===== config.mk =====
export PLATFORM = sky130hd
export DESIGN_NAME = chirp_sweep_controller
export DESIGN_NICKNAME = d
export VERILOG_FILES = /design/src/rtl/chirp_sweep_controller.sv
export SDC_FILE = /design/constraint.sdc
export NUM_CORES = 1
export LEC_CHECK = 0
export CAP_MARGIN = 20
export CORE_UTILIZATION = 45
export CTS_CLUSTER_DIAMETER = 30
export CTS_CLUSTER_SIZE = 30
export DETAILED_ROUTE_END_ITERATION = 8
export PLACE_DENSITY_LB_ADDON = 0.08
export SLEW_MARGIN = 40
export SYNTH_ARGS = -nofsm -noshare
export SYNTH_HDL_FRONTEND = slang
export SYNTH_SLANG_ARGS = --single-unit

===== constraint.sdc =====
create_clock -name clk -period 12.8 [get_ports clk]
set_input_delay 3.84 -clock clk [delete_from_list [all_inputs] [get_ports clk]]
set_output_delay 3.84 -clock clk [all_outputs]
set_load 0.05 [all_outputs]

===== src/rtl/chirp_sweep_controller.sv =====
// Chirp sweep controller: steps a frequency tuning word (FTW) from a start
// value towards a stop value (up, down or triangle). Each value is held for a
// programmable number of clock cycles. Optional auto-repeat, abort and
// configuration checking are included.
module chirp_sweep_controller #(
    parameter int FTW_W   = 16,
    parameter int DWELL_W = 24
) (
    input  logic               clk,
    input  logic               reset,
    input  logic               start,
    input  logic               abort,
    input  logic [1:0]         mode,
    input  logic               repeat_en,
    input  logic [FTW_W-1:0]   ftw_start,
    input  logic [FTW_W-1:0]   ftw_stop,
    input  logic [FTW_W-1:0]   ftw_step,
    input  logic [DWELL_W-1:0] dwell_ticks,
    output logic [FTW_W-1:0]   ftw,
    output logic               busy,
    output logic               step_strobe,
    output logic               done,
    output logic               cfg_error
);

    typedef enum logic [1:0] {IDLE, DWELL, FINISH} state_t;

    localparam logic [1:0]         MODE_UP   = 2'b00;
    localparam logic [1:0]         MODE_DOWN = 2'b01;
    localparam logic [1:0]         MODE_TRI  = 2'b10;
    localparam logic [DWELL_W-1:0] DWELL_ONE = 1;

    state_t             state_reg;
    logic [FTW_W-1:0]   ftw_reg;
    logic               busy_reg;
    logic               step_strobe_reg;
    logic               done_reg;
    logic               cfg_error_reg;

    // Latched sweep configuration
    logic [1:0]         mode_reg;
    logic               repeat_reg;
    logic [FTW_W-1:0]   start_reg;
    logic [FTW_W-1:0]   stop_reg;
    logic [FTW_W-1:0]   step_reg;
    logic [DWELL_W-1:0] dwell_reload_reg;   // dwell length minus one
    logic [DWELL_W-1:0] dwell_cnt_reg;      // cycles left at current value
    logic               falling_reg;        // triangle is on its falling leg

    logic               cfg_valid;
    logic [FTW_W:0]     sum_ext;
    logic [FTW_W:0]     diff_ext;
    logic [FTW_W-1:0]   up_next;
    logic [FTW_W-1:0]   down_floor;
    logic [FTW_W-1:0]   down_next;
    logic               at_terminal;
    logic               tri_turn;
    logic [FTW_W-1:0]   ftw_next;

    // Validate the configuration presented on the inputs at start time
    always_comb begin
        cfg_valid = 1'b1;
        if (ftw_step == '0)
            cfg_valid = 1'b0;
        if (mode == 2'b11)
            cfg_valid = 1'b0;
        if ((mode == MODE_UP || mode == MODE_TRI) && (ftw_start > ftw_stop))
            cfg_valid = 1'b0;
        if ((mode == MODE_DOWN) && (ftw_start < ftw_stop))
            cfg_valid = 1'b0;
    end

    // Next FTW computed one bit wider so over/underflow clamps instead of wrapping
    always_comb begin
        sum_ext    = {1'b0, ftw_reg} + {1'b0, step_reg};
        diff_ext   = {1'b0, ftw_reg} - {1'b0, step_reg};
        up_next    = (sum_ext > {1'b0, stop_reg}) ? stop_reg : sum_ext[FTW_W-1:0];
        down_floor = (mode_reg == MODE_DOWN) ? stop_reg : start_reg;
        down_next  = (diff_ext[FTW_W] || (diff_ext[FTW_W-1:0] < down_floor))
                     ? down_floor : diff_ext[FTW_W-1:0];

        // Triangle turns around once the stop value has had its single dwell
        tri_turn    = (mode_reg == MODE_TRI) && !falling_reg && (ftw_reg == stop_reg);
        at_terminal = 1'b0;
        ftw_next    = up_next;
        case (mode_reg)
            MODE_UP: begin
                at_terminal = (ftw_reg == stop_reg);
                ftw_next    = up_next;
            end
            MODE_DOWN: begin
                at_terminal = (ftw_reg == stop_reg);
                ftw_next    = down_next;
            end
            default: begin
                if (falling_reg) begin
                    at_terminal = (ftw_reg == start_reg);
                    ftw_next    = down_next;
                end else begin
                    // Degenerate triangle (start == stop) ends after one dwell
                    at_terminal = (ftw_reg == stop_reg) && (ftw_reg == start_reg);
                    ftw_next    = tri_turn ? down_next : up_next;
                end
            end
        endcase
    end

    // Sweep state machine with registered outputs
    always_ff @(posedge clk) begin
        if (reset) begin
            state_reg        <= IDLE;
            ftw_reg          <= '0;
            busy_reg         <= 1'b0;
            step_strobe_reg  <= 1'b0;
            done_reg         <= 1'b0;
            cfg_error_reg    <= 1'b0;
            mode_reg         <= '0;
            repeat_reg       <= 1'b0;
            start_reg        <= '0;
            stop_reg         <= '0;
            step_reg         <= '0;
            dwell_reload_reg <= '0;
            dwell_cnt_reg    <= '0;
            falling_reg      <= 1'b0;
        end else begin
            step_strobe_reg <= 1'b0;
            done_reg        <= 1'b0;
            cfg_error_reg   <= 1'b0;
            case (state_reg)
                IDLE: begin
                    if (start && !abort) begin
                        if (cfg_valid) begin
                            mode_reg         <= mode;
                            repeat_reg       <= repeat_en;
                            start_reg        <= ftw_start;
                            stop_reg         <= ftw_stop;
                            step_reg         <= ftw_step;
                            dwell_reload_reg <= (dwell_ticks == '0) ? '0 : dwell_ticks - DWELL_ONE;
                            dwell_cnt_reg    <= (dwell_ticks == '0) ? '0 : dwell_ticks - DWELL_ONE;
                            ftw_reg          <= ftw_start;
                            falling_reg      <= 1'b0;
                            busy_reg         <= 1'b1;
                            state_reg        <= DWELL;
                        end else begin
                            cfg_error_reg <= 1'b1;
                        end
                    end
                end
                DWELL: begin
                    if (abort) begin
                        busy_reg  <= 1'b0;
                        state_reg <= IDLE;
                    end else if (dwell_cnt_reg != '0) begin
                        dwell_cnt_reg <= dwell_cnt_reg - DWELL_ONE;
                    end else begin
                        dwell_cnt_reg <= dwell_reload_reg;
                        if (at_terminal) begin
                            if (repeat_reg) begin
                                ftw_reg         <= start_reg;
                                falling_reg     <= 1'b0;
                                step_strobe_reg <= 1'b1;
                            end else begin
                                busy_reg  <= 1'b0;
                                done_reg  <= 1'b1;
                                state_reg <= FINISH;
                            end
                        end else begin
                            ftw_reg         <= ftw_next;
                            step_strobe_reg <= 1'b1;
                            if (tri_turn)
                                falling_reg <= 1'b1;
                        end
                    end
                end
                FINISH: begin
                    state_reg <= IDLE;
                end
                default: begin
                    busy_reg  <= 1'b0;
                    state_reg <= IDLE;
                end
            endcase
        end
    end

    assign ftw         = ftw_reg;
    assign busy        = busy_reg;
    assign step_strobe = step_strobe_reg;
    assign done        = done_reg;
    assign cfg_error   = cfg_error_reg;

endmodule


==> results.md, run 1 <==
| Result | Value |
|:---|:---|
| Total die area | 22,400 um^2 |
| Num rows | 53 |
| Pin count of the biggest net entering global routing | 69 |
| Total net switching power | 514 uW |
| Summed negative setup slack over all endpoints | 0 ns |
| Worst-case reg-to-reg path depth | 20 |
| Setup repair after global routing missed its margin | false |
| Critical path capture point type | register |
| Cell Chain, Critical Path | clkdlybuf4s50_1, inv_1, ha_1, a2111oi_0, o221a_2, o22ai_1, and3b_1, o21ai_4, buf_16, buf_6, and2_1, a211oi_1, o32ai_1 |
| Commonest non-fill, non-tap cells in the layout | sky130_fd_sc_hd__nor2_1, sky130_fd_sc_hd__dfxtp_1, sky130_fd_sc_hd__clkdlybuf4s50_1 |
| I/O pin count | 99 |
| Met3 Wirelength | 1.10 mm |
| Number of storage elements in the synthesis netlist | 122 |
| Main synth FF type | sky130_fd_sc_hd__dfxtp_1 |
| Worst-case hold path end point | dwell_reload_reg[16] |
| Antenna violations before repair | 0 |
| Initial Util | 46.3% |
| Hold-critical path depth | 2 |
| Post-synthesis to final-layout area growth | 17.8% |
| Launch point of the worst reg-to-reg path | ftw[0] |
| Overall fraction of global-route tracks in use | 26.2% |
| Via-to-Cell Ratio | 5.58 |
| Cell accounting for the most synthesized area | sky130_fd_sc_hd__dfxtp_1 |
| Count of different cell masters after synthesis | 76 |
| Result of the run | completed |
| Reported leakage power | 5.09 nW |
| Largest fanout on the critical path | 68 |
| Largest vdd supply drop | 0.0000820 V |
| Number of design rule violations left after detail routing | 0 |
| Routed metal-1 wire length | 12.8 mm |
| Final cycle utilization of the critical path | 58.4% |
| Number of max-slew violations in the final report | 0 |
| CP max-delay cell | sky130_fd_sc_hd__buf_6 |
| Clock tree from TritonCTS | yes |
| Root buffer selected by CTS | sky130_fd_sc_hd__clkbuf_16 |
| Cell area after synthesis | 9820 um^2 |
| DR iter-0 viols | 614 |
| Sequential cell fraction of total power | 29.7% |
| Power per Cell Area | 123 nW/um^2 |
| Post CTS Setup Buffer Count | 0 |
| Final critical delay including setup and external delays | 7.47 ns |
| Cell family contributing the most delay on the critical path | compound AO/OA/AOI/OAI gates |
| Final Skew | 0.00611 ns |
| Total wire length | 28.3 mm |
| Fraction of power spent switching nets | 36.1% |
| Max-capacitance violation count | 0 |
| Proportion of register bits with asynchronous set or reset after synthesis | 0% |
| Gate power share | 35.8% |
| Final-stage net count | 1,516 |
| Cell-internal power | 910 uW |
| Core area | 21,200 um^2 |
| Die span in x | 150 um |
| Hold-fix buffer count after cts | 0 |
| Path category of the worst min-delay check | register to register |
| Fill cells | 2,132 |
| Delay of the slowest cell on the worst path | 0.54 ns |
| Vias post-DR | 9,161 |
| Num Clock Sinks | 122 |
| HPWL after detailed placement | 21.2 mm |
| ANT cells | 0 |
| Cell area after layout | 11,600 um^2 |
| Post-synthesis sequential area ratio | 24.9% |
| Post-layout total power | 1.42 mW |
| Number of buffers added by the clock tree synthesis step | 17 |
| Die height | 150 um |
| Detail Route Antenna Nets | 0 |
| Number of warnings reported in the yosys synthesis log | 0 |
| Actual slew at the worst max-slew pin | 0.781 ns |
| Share of the synthesized area in the top cell type | 24.9% |
| Via count of the first global-routing pass | 8,620 |
| Crit Path Category | input pin to register |
| Worst-path clk slew | 0.06 ns |
| CP Data Required Time | 13.14 ns |
| Startpoint type of the worst setup path | input pin |
| Number of enable-type register cells in the synthesized netlist | 0 |
| Count of input and output buffers | 98 |
| R2R Path End | ftw[11] |
| Synthesized net count | 1,454 |
| Post-Place Cell Area | 11,000 um^2 |
| Number of gates resized after CTS | 0 |
| Clock network fraction of design power | 34.4% |
| Maximum level of the CTS H-tree | 4 |
| DR WL/cell | 17.3 um |
| Maximum frequency from static timing analysis | 134 MHz |
| Slack of the worst reg-to-reg path | 7.11 ns |
| Proportion of layout cells with a drive suffix above 1 | 5.71% |
| Amount of wire on met2 after detailed routing | 13.7 mm |
| Global-route wire length before repair | 45.5 mm |
| Hold slack final | 0.454 ns |
| Avg Synthesized Cell Area | 7.61 um^2 |
| Worst slew margin | 47.8% |
| Hold wc startpoint | dwell_reload_reg[16] |
| Sum of overflow across all layers after global routing | 0 |
| Cell count after synthesis | 1,291 |
| Number of buffers between clock root and the deepest sink | 2 |
| Most frequent standard cell in the layout excluding fill and tap cells | sky130_fd_sc_hd__nor2_1 |
| Worst-skew pair later-pin latency | 0.43 ns |
| Uppermost layer routed | met4 |
| Count of final setup violators | 0 |
| Number of hold-slack violations in the final timing report | 0 |
| Crit path buffers/inverters | 4 |
| Drt pass-1 iters | 5 |
| Final estimated routing congestion in global placement | 0.921 |
| Biggest area contributors in the synthesized netlist | sky130_fd_sc_hd__dfxtp_1, sky130_fd_sc_hd__ha_1, sky130_fd_sc_hd__nor2_1, sky130_fd_sc_hd__mux2i_1, sky130_fd_sc_hd__a211oi_1 |
| CP Data Arrival Time | 7.80 ns |
[how the worst max path moves through the flow]
stage                        endpoint  cells past startpoint            from
floorplan           dwell_cnt_reg[23]                      9  dwell_ticks[4]
global placement               ftw[2]                     12     ftw_stop[7]
detailed placement             ftw[4]                     13     ftw_stop[7]
CTS                            ftw[7]                     13     ftw_stop[7]
global route                  ftw[15]                     13     ftw_stop[7]
finish                        ftw[15]                     13     ftw_stop[7]
[layer usage]
metal | vias up | global-route usage [%]
met5 | - | 0
met4 | 0 | 9.95
met3 | 43 | 4.15
met2 | 208 | 45.4
met1 | 4232 | 32.3
li1 | 4678 | -
[power groups by stage]
stage          sequential [mW]  clock [mW]  combinational [mW]
3_5_place_dp             0.431           0               0.504
5_1_grt                  0.426       0.519               0.565
3_3_place_gp             0.431           0               0.501
6_report                 0.423       0.490               0.510
2_1_floorplan            0.436           0               0.361
4_1_cts                  0.423       0.500               0.509
[cells by family (layout without fill, tap and decap cells)]
logic type                 Yosys count  in the layout  share of synthesized area, %
and+or+nand+nor                    492            492                          23.6
DFF                                122            122                          24.9
adders and majority gates           84             84                          10.9
AOI/OAI and AO/OA                  273            273                          18.2
xor gates and xnor gates            89             89                          7.93
muxes                               76             76                          7.82
buffers and inverters              155            230                          6.74
[synth_stat cells, types with 5 or more instances]
cell                       number
sky130_fd_sc_hd__nor3b_1        5
sky130_fd_sc_hd__buf_2         13
sky130_fd_sc_hd__or4_1          6
sky130_fd_sc_hd__mux2i_1       70
sky130_fd_sc_hd__xor2_1        53
sky130_fd_sc_hd__nand4_1       15
sky130_fd_sc_hd__inv_1         84
sky130_fd_sc_hd__a21o_1        10
sky130_fd_sc_hd__nor2b_1        8
sky130_fd_sc_hd__nand2_1       79
sky130_fd_sc_hd__or2_2          7
sky130_fd_sc_hd__a211oi_1      62
sky130_fd_sc_hd__a31oi_1        5
sky130_fd_sc_hd__a21oi_1       82
sky130_fd_sc_hd__o21ai_0       40
sky130_fd_sc_hd__a311oi_1       7
sky130_fd_sc_hd__dfxtp_1      122
sky130_fd_sc_hd__or3_1         13
sky130_fd_sc_hd__nand3_1       10
sky130_fd_sc_hd__nor3_1        48
sky130_fd_sc_hd__xnor2_1       36
sky130_fd_sc_hd__clkbuf_1      46
sky130_fd_sc_hd__ha_1          82
sky130_fd_sc_hd__nor2_1       230
sky130_fd_sc_hd__mux2_2         6
sky130_fd_sc_hd__nand2b_1      20
sky130_fd_sc_hd__o211ai_1      16
sky130_fd_sc_hd__o21a_1         6
sky130_fd_sc_hd__nor4_1        24
[worst register-to-register path, stage by stage, from the launching register on]
cell and delay, ns:
sky130_fd_sc_hd__dfxtp_1 0.39, sky130_fd_sc_hd__ha_1 0.26, sky130_fd_sc_hd__fa_1 0.40, sky130_fd_sc_hd__nor2b_1 0.17, sky130_fd_sc_hd__o221ai_1 0.27, sky130_fd_sc_hd__a31oi_1 0.18, sky130_fd_sc_hd__a221o_1 0.42, sky130_fd_sc_hd__a221o_1 0.41
sky130_fd_sc_hd__mux2i_1 0.22, sky130_fd_sc_hd__nand3_1 0.12, sky130_fd_sc_hd__ha_1 0.31, sky130_fd_sc_hd__nand2_1 0.06, sky130_fd_sc_hd__or3_1 0.43, sky130_fd_sc_hd__nor4_1 0.48, sky130_fd_sc_hd__a21oi_1 0.13, sky130_fd_sc_hd__o21ai_0 0.14
sky130_fd_sc_hd__o211a_1 0.19, sky130_fd_sc_hd__buf_4 0.31, sky130_fd_sc_hd__mux2_2 0.37, sky130_fd_sc_hd__a21oi_1 0.17, sky130_fd_sc_hd__a311oi_1 0.11
[final cells by class]
class	instances	area [um^2]	share of cell area [%]
Tap cell	275	344	2.97
Clock inverter	13	144	1.24
Multi-Input combinational cell	1014	6750	58.3
Clock buffer	19	453	3.91
Timing Repair Buffer	113	1120	9.70
Sequential cell	122	2440	21.1
Inverter	85	319	2.76
[through the flow]
stage,instances,setup slack (ns),util (%)
CTS,1641,5.31,54.5
global route,1641,4.95,54.5
detailed placement,1609,4.88,51.7
floorplan,1291,6.56,-
global placement,1607,4.20,51.5
finish,1641,5.33,54.5
Power figures use the tool's default switching activity.
==> inputs of run 2 (changes only) <==
==> constraint.sdc (replaced) <==
create_clock -name clk -period 6.5 [get_ports clk]
set_input_delay 1.95 -clock clk [delete_from_list [all_inputs] [get_ports clk]]
set_output_delay 1.95 -clock clk [all_outputs]
set_load 0.05 [all_outputs]
==> results.md, run 2 (same netlist as run 1, synthesis figures left out) <==
| Result | Value | Delta |
|:---|:---|:---|
| Via count of the first global-routing pass | 8,528 | -1.1% |
| Most frequent standard cell in the layout excluding fill and tap cells | sky130_fd_sc_hd__nor2_1 |  |
| Maximum level of the CTS H-tree | 4 | unchanged |
| CP Data Required Time | 6.77 ns | -6.37 ns |
| Drt pass-1 iters | 5 | unchanged |
| Vias post-DR | 9,168 | +0.076% |
| Global-route wire length before repair | 45.2 mm | -0.70% |
| Number of buffers between clock root and the deepest sink | 2 | unchanged |
| HPWL after detailed placement | 21.6 mm | +2.1% |
| Sum of overflow across all layers after global routing | 0 | unchanged |
| Final Skew | 0.0115 ns | +0.00535 ns |
| Antenna violations before repair | 0 | unchanged |
| Number of max-slew violations in the final report | 0 | unchanged |
| Worst-path clk slew | 0.05 ns | about the same |
| Number of design rule violations left after detail routing | 0 | unchanged |
| Final estimated routing congestion in global placement | 0.906 | -1.6% |
| Worst-skew pair later-pin latency | 0.42 ns | about the same |
| DR iter-0 viols | 645 | +5.0% |
| Clock network fraction of design power | 33.8% | -0.6 points |
| Path category of the worst min-delay check | register to register |  |
| Proportion of layout cells with a drive suffix above 1 | 5.35% | -0.36 points |
| Crit Path Category | register to register |  |
| Largest vdd supply drop | 0.000173 V | +110% |
| Count of final setup violators | 0 | unchanged |
| Final cycle utilization of the critical path | 90.0% |  |
| Count of input and output buffers | 98 | unchanged |
| Summed negative setup slack over all endpoints | 0 ns | unchanged |
| Total wire length | 28.3 mm | -0.11% |
| Final critical delay including setup and external delays | 5.85 ns |  |
| Setup repair after global routing missed its margin | false |  |
| Maximum frequency from static timing analysis | 171 MHz |  |
| Number of hold-slack violations in the final timing report | 0 | unchanged |
| Total die area | 22,400 um^2 | unchanged |
| ANT cells | 0 | unchanged |
| Root buffer selected by CTS | sky130_fd_sc_hd__clkbuf_16 |  |
| Post CTS Setup Buffer Count | 0 | unchanged |
| Critical path capture point type | register |  |
| Via-to-Cell Ratio | 5.59 | +0.14% |
| Gate power share | 36.3% | +0.5 points |
| Cell-internal power | 1.81 mW | +99% |
| Commonest non-fill, non-tap cells in the layout | sky130_fd_sc_hd__nor2_1, sky130_fd_sc_hd__dfxtp_1, sky130_fd_sc_hd__clkdlybuf4s50_1 |  |
| Fraction of power spent switching nets | 35.2% | -0.89 points |
| Die height | 150 um | unchanged |
| Detail Route Antenna Nets | 0 | unchanged |
| Num rows | 53 | unchanged |
| Hold-fix buffer count after cts | 0 | unchanged |
| Post-synthesis to final-layout area growth | 17.4% |  |
| Clock tree from TritonCTS | yes |  |
| Actual slew at the worst max-slew pin | 0.809 ns | +0.0281 ns |
| Overall fraction of global-route tracks in use | 25.9% | -0.29 points |
| Final cell count without fillers | 1,640 | -0.061% |
| Power per Cell Area | 242 nW/um^2 | +97% |
| Final-stage net count | 1,517 | +0.066% |
| I/O pin count | 99 | unchanged |
| Pin count of the biggest net entering global routing | 69 | unchanged |
| Startpoint type of the worst setup path | register |  |
| Reported leakage power | 5.08 nW | -0.11% |
| Initial Util | 46.3% | unchanged |
| Worst slew margin | 46.1% | -1.8 points |
| Num Clock Sinks | 122 | unchanged |
| DR WL/cell | 17.3 um | about the same |
| Post-layout total power | 2.79 mW | +96% |
| Die span in x | 150 um | unchanged |
| CP Data Arrival Time | 6.12 ns | -1.68 ns |
| Hold slack final | 0.456 ns | +0.00223 ns |
| Sequential cell fraction of total power | 29.9% | +0.2 points |
| Number of buffers added by the clock tree synthesis step | 17 | unchanged |
| Number of gates resized after CTS | 0 | unchanged |
| Max-capacitance violation count | 0 | unchanged |
| Core area | 21,200 um^2 | unchanged |
| Result of the run | completed |  |
| Total net switching power | 984 uW | +91% |
| Largest fanout on the critical path | 21 | -69% |
| Placed cell count | 1,610 | +0.062% |
[run 2: cell type report]
type / instances / area (um^2)
Clock buffer: 22 / 454
Clock inverter: 8 / 121
Fill cell: 2127 / 9680
Inverter: 85 / 319
Multi-Input combinational cell: 1014 / 6750
Sequential cell: 122 / 2440
Tap cell: 275 / 344
Timing Repair Buffer: 114 / 1110
[run 2: metal layers]
metal / track usage [%] / routed length, um / vias up
li1: - / - / 4671
met1: 33.0 / 12900 / 4262
met2: 45.1 / 13900 / 201
met3: 3.26 / 971 / 34
met4: 7.98 / 590 / 0
met5: 0 / 0 / -
[run 2: power by group through the flow]
| stage | clock network [mW] | registers (mW) | logic, mW |
|---|---|---|---|
| 4_1_cts | 0.957 | 0.834 | 1.01 |
| 3_3_place_gp | 0 | 0.849 | 0.998 |
| 3_5_place_dp | 0 | 0.849 | 1.00 |
| 2_1_floorplan | 0 | 0.859 | 0.712 |
| 5_1_grt | 0.987 | 0.840 | 1.12 |
| 6_report | 0.945 | 0.835 | 1.01 |
[run 2: critical path, stage by stage, from the launching register on]
cell and delay (ns):
sky130_fd_sc_hd__dfxtp_1 0.38, sky130_fd_sc_hd__ha_1 0.26, sky130_fd_sc_hd__fa_1 0.40, sky130_fd_sc_hd__nor2b_1 0.17
sky130_fd_sc_hd__o221ai_1 0.26, sky130_fd_sc_hd__a31oi_1 0.19, sky130_fd_sc_hd__a221o_1 0.42, sky130_fd_sc_hd__a221o_1 0.39
sky130_fd_sc_hd__mux2i_1 0.22, sky130_fd_sc_hd__nand3_1 0.11, sky130_fd_sc_hd__ha_1 0.30, sky130_fd_sc_hd__nand2_1 0.04
sky130_fd_sc_hd__or3_1 0.42, sky130_fd_sc_hd__nor4_1 0.49, sky130_fd_sc_hd__a21oi_1 0.13, sky130_fd_sc_hd__o21ai_0 0.09
sky130_fd_sc_hd__o211a_1 0.71, sky130_fd_sc_hd__mux2_2 0.41, sky130_fd_sc_hd__a22oi_1 0.18, sky130_fd_sc_hd__a311oi_1 0.12
[run 2: path summary, 6_finish.rpt]
kind	start	end	slack, ns	cells past startpoint
max	ftw[0]	ftw[12]	0.65	19
min	dwell_reload_reg[22]	dwell_reload_reg[22]	0.46	2
max reg2reg	ftw[0]	ftw[12]	0.65	19
min reg2reg	dwell_reload_reg[22]	dwell_reload_reg[22]	0.46	2
[run 2: stage by stage]
stage               utilization, %  area [um^2]  setup slack, ns
CTS                           54.4        11500            0.638
floorplan                        -         9820             1.68
global route                  54.4        11500            0.420
global placement              51.6        11000            0.657
finish                        54.4        11500            0.648
detailed placement            51.7        11000            0.662
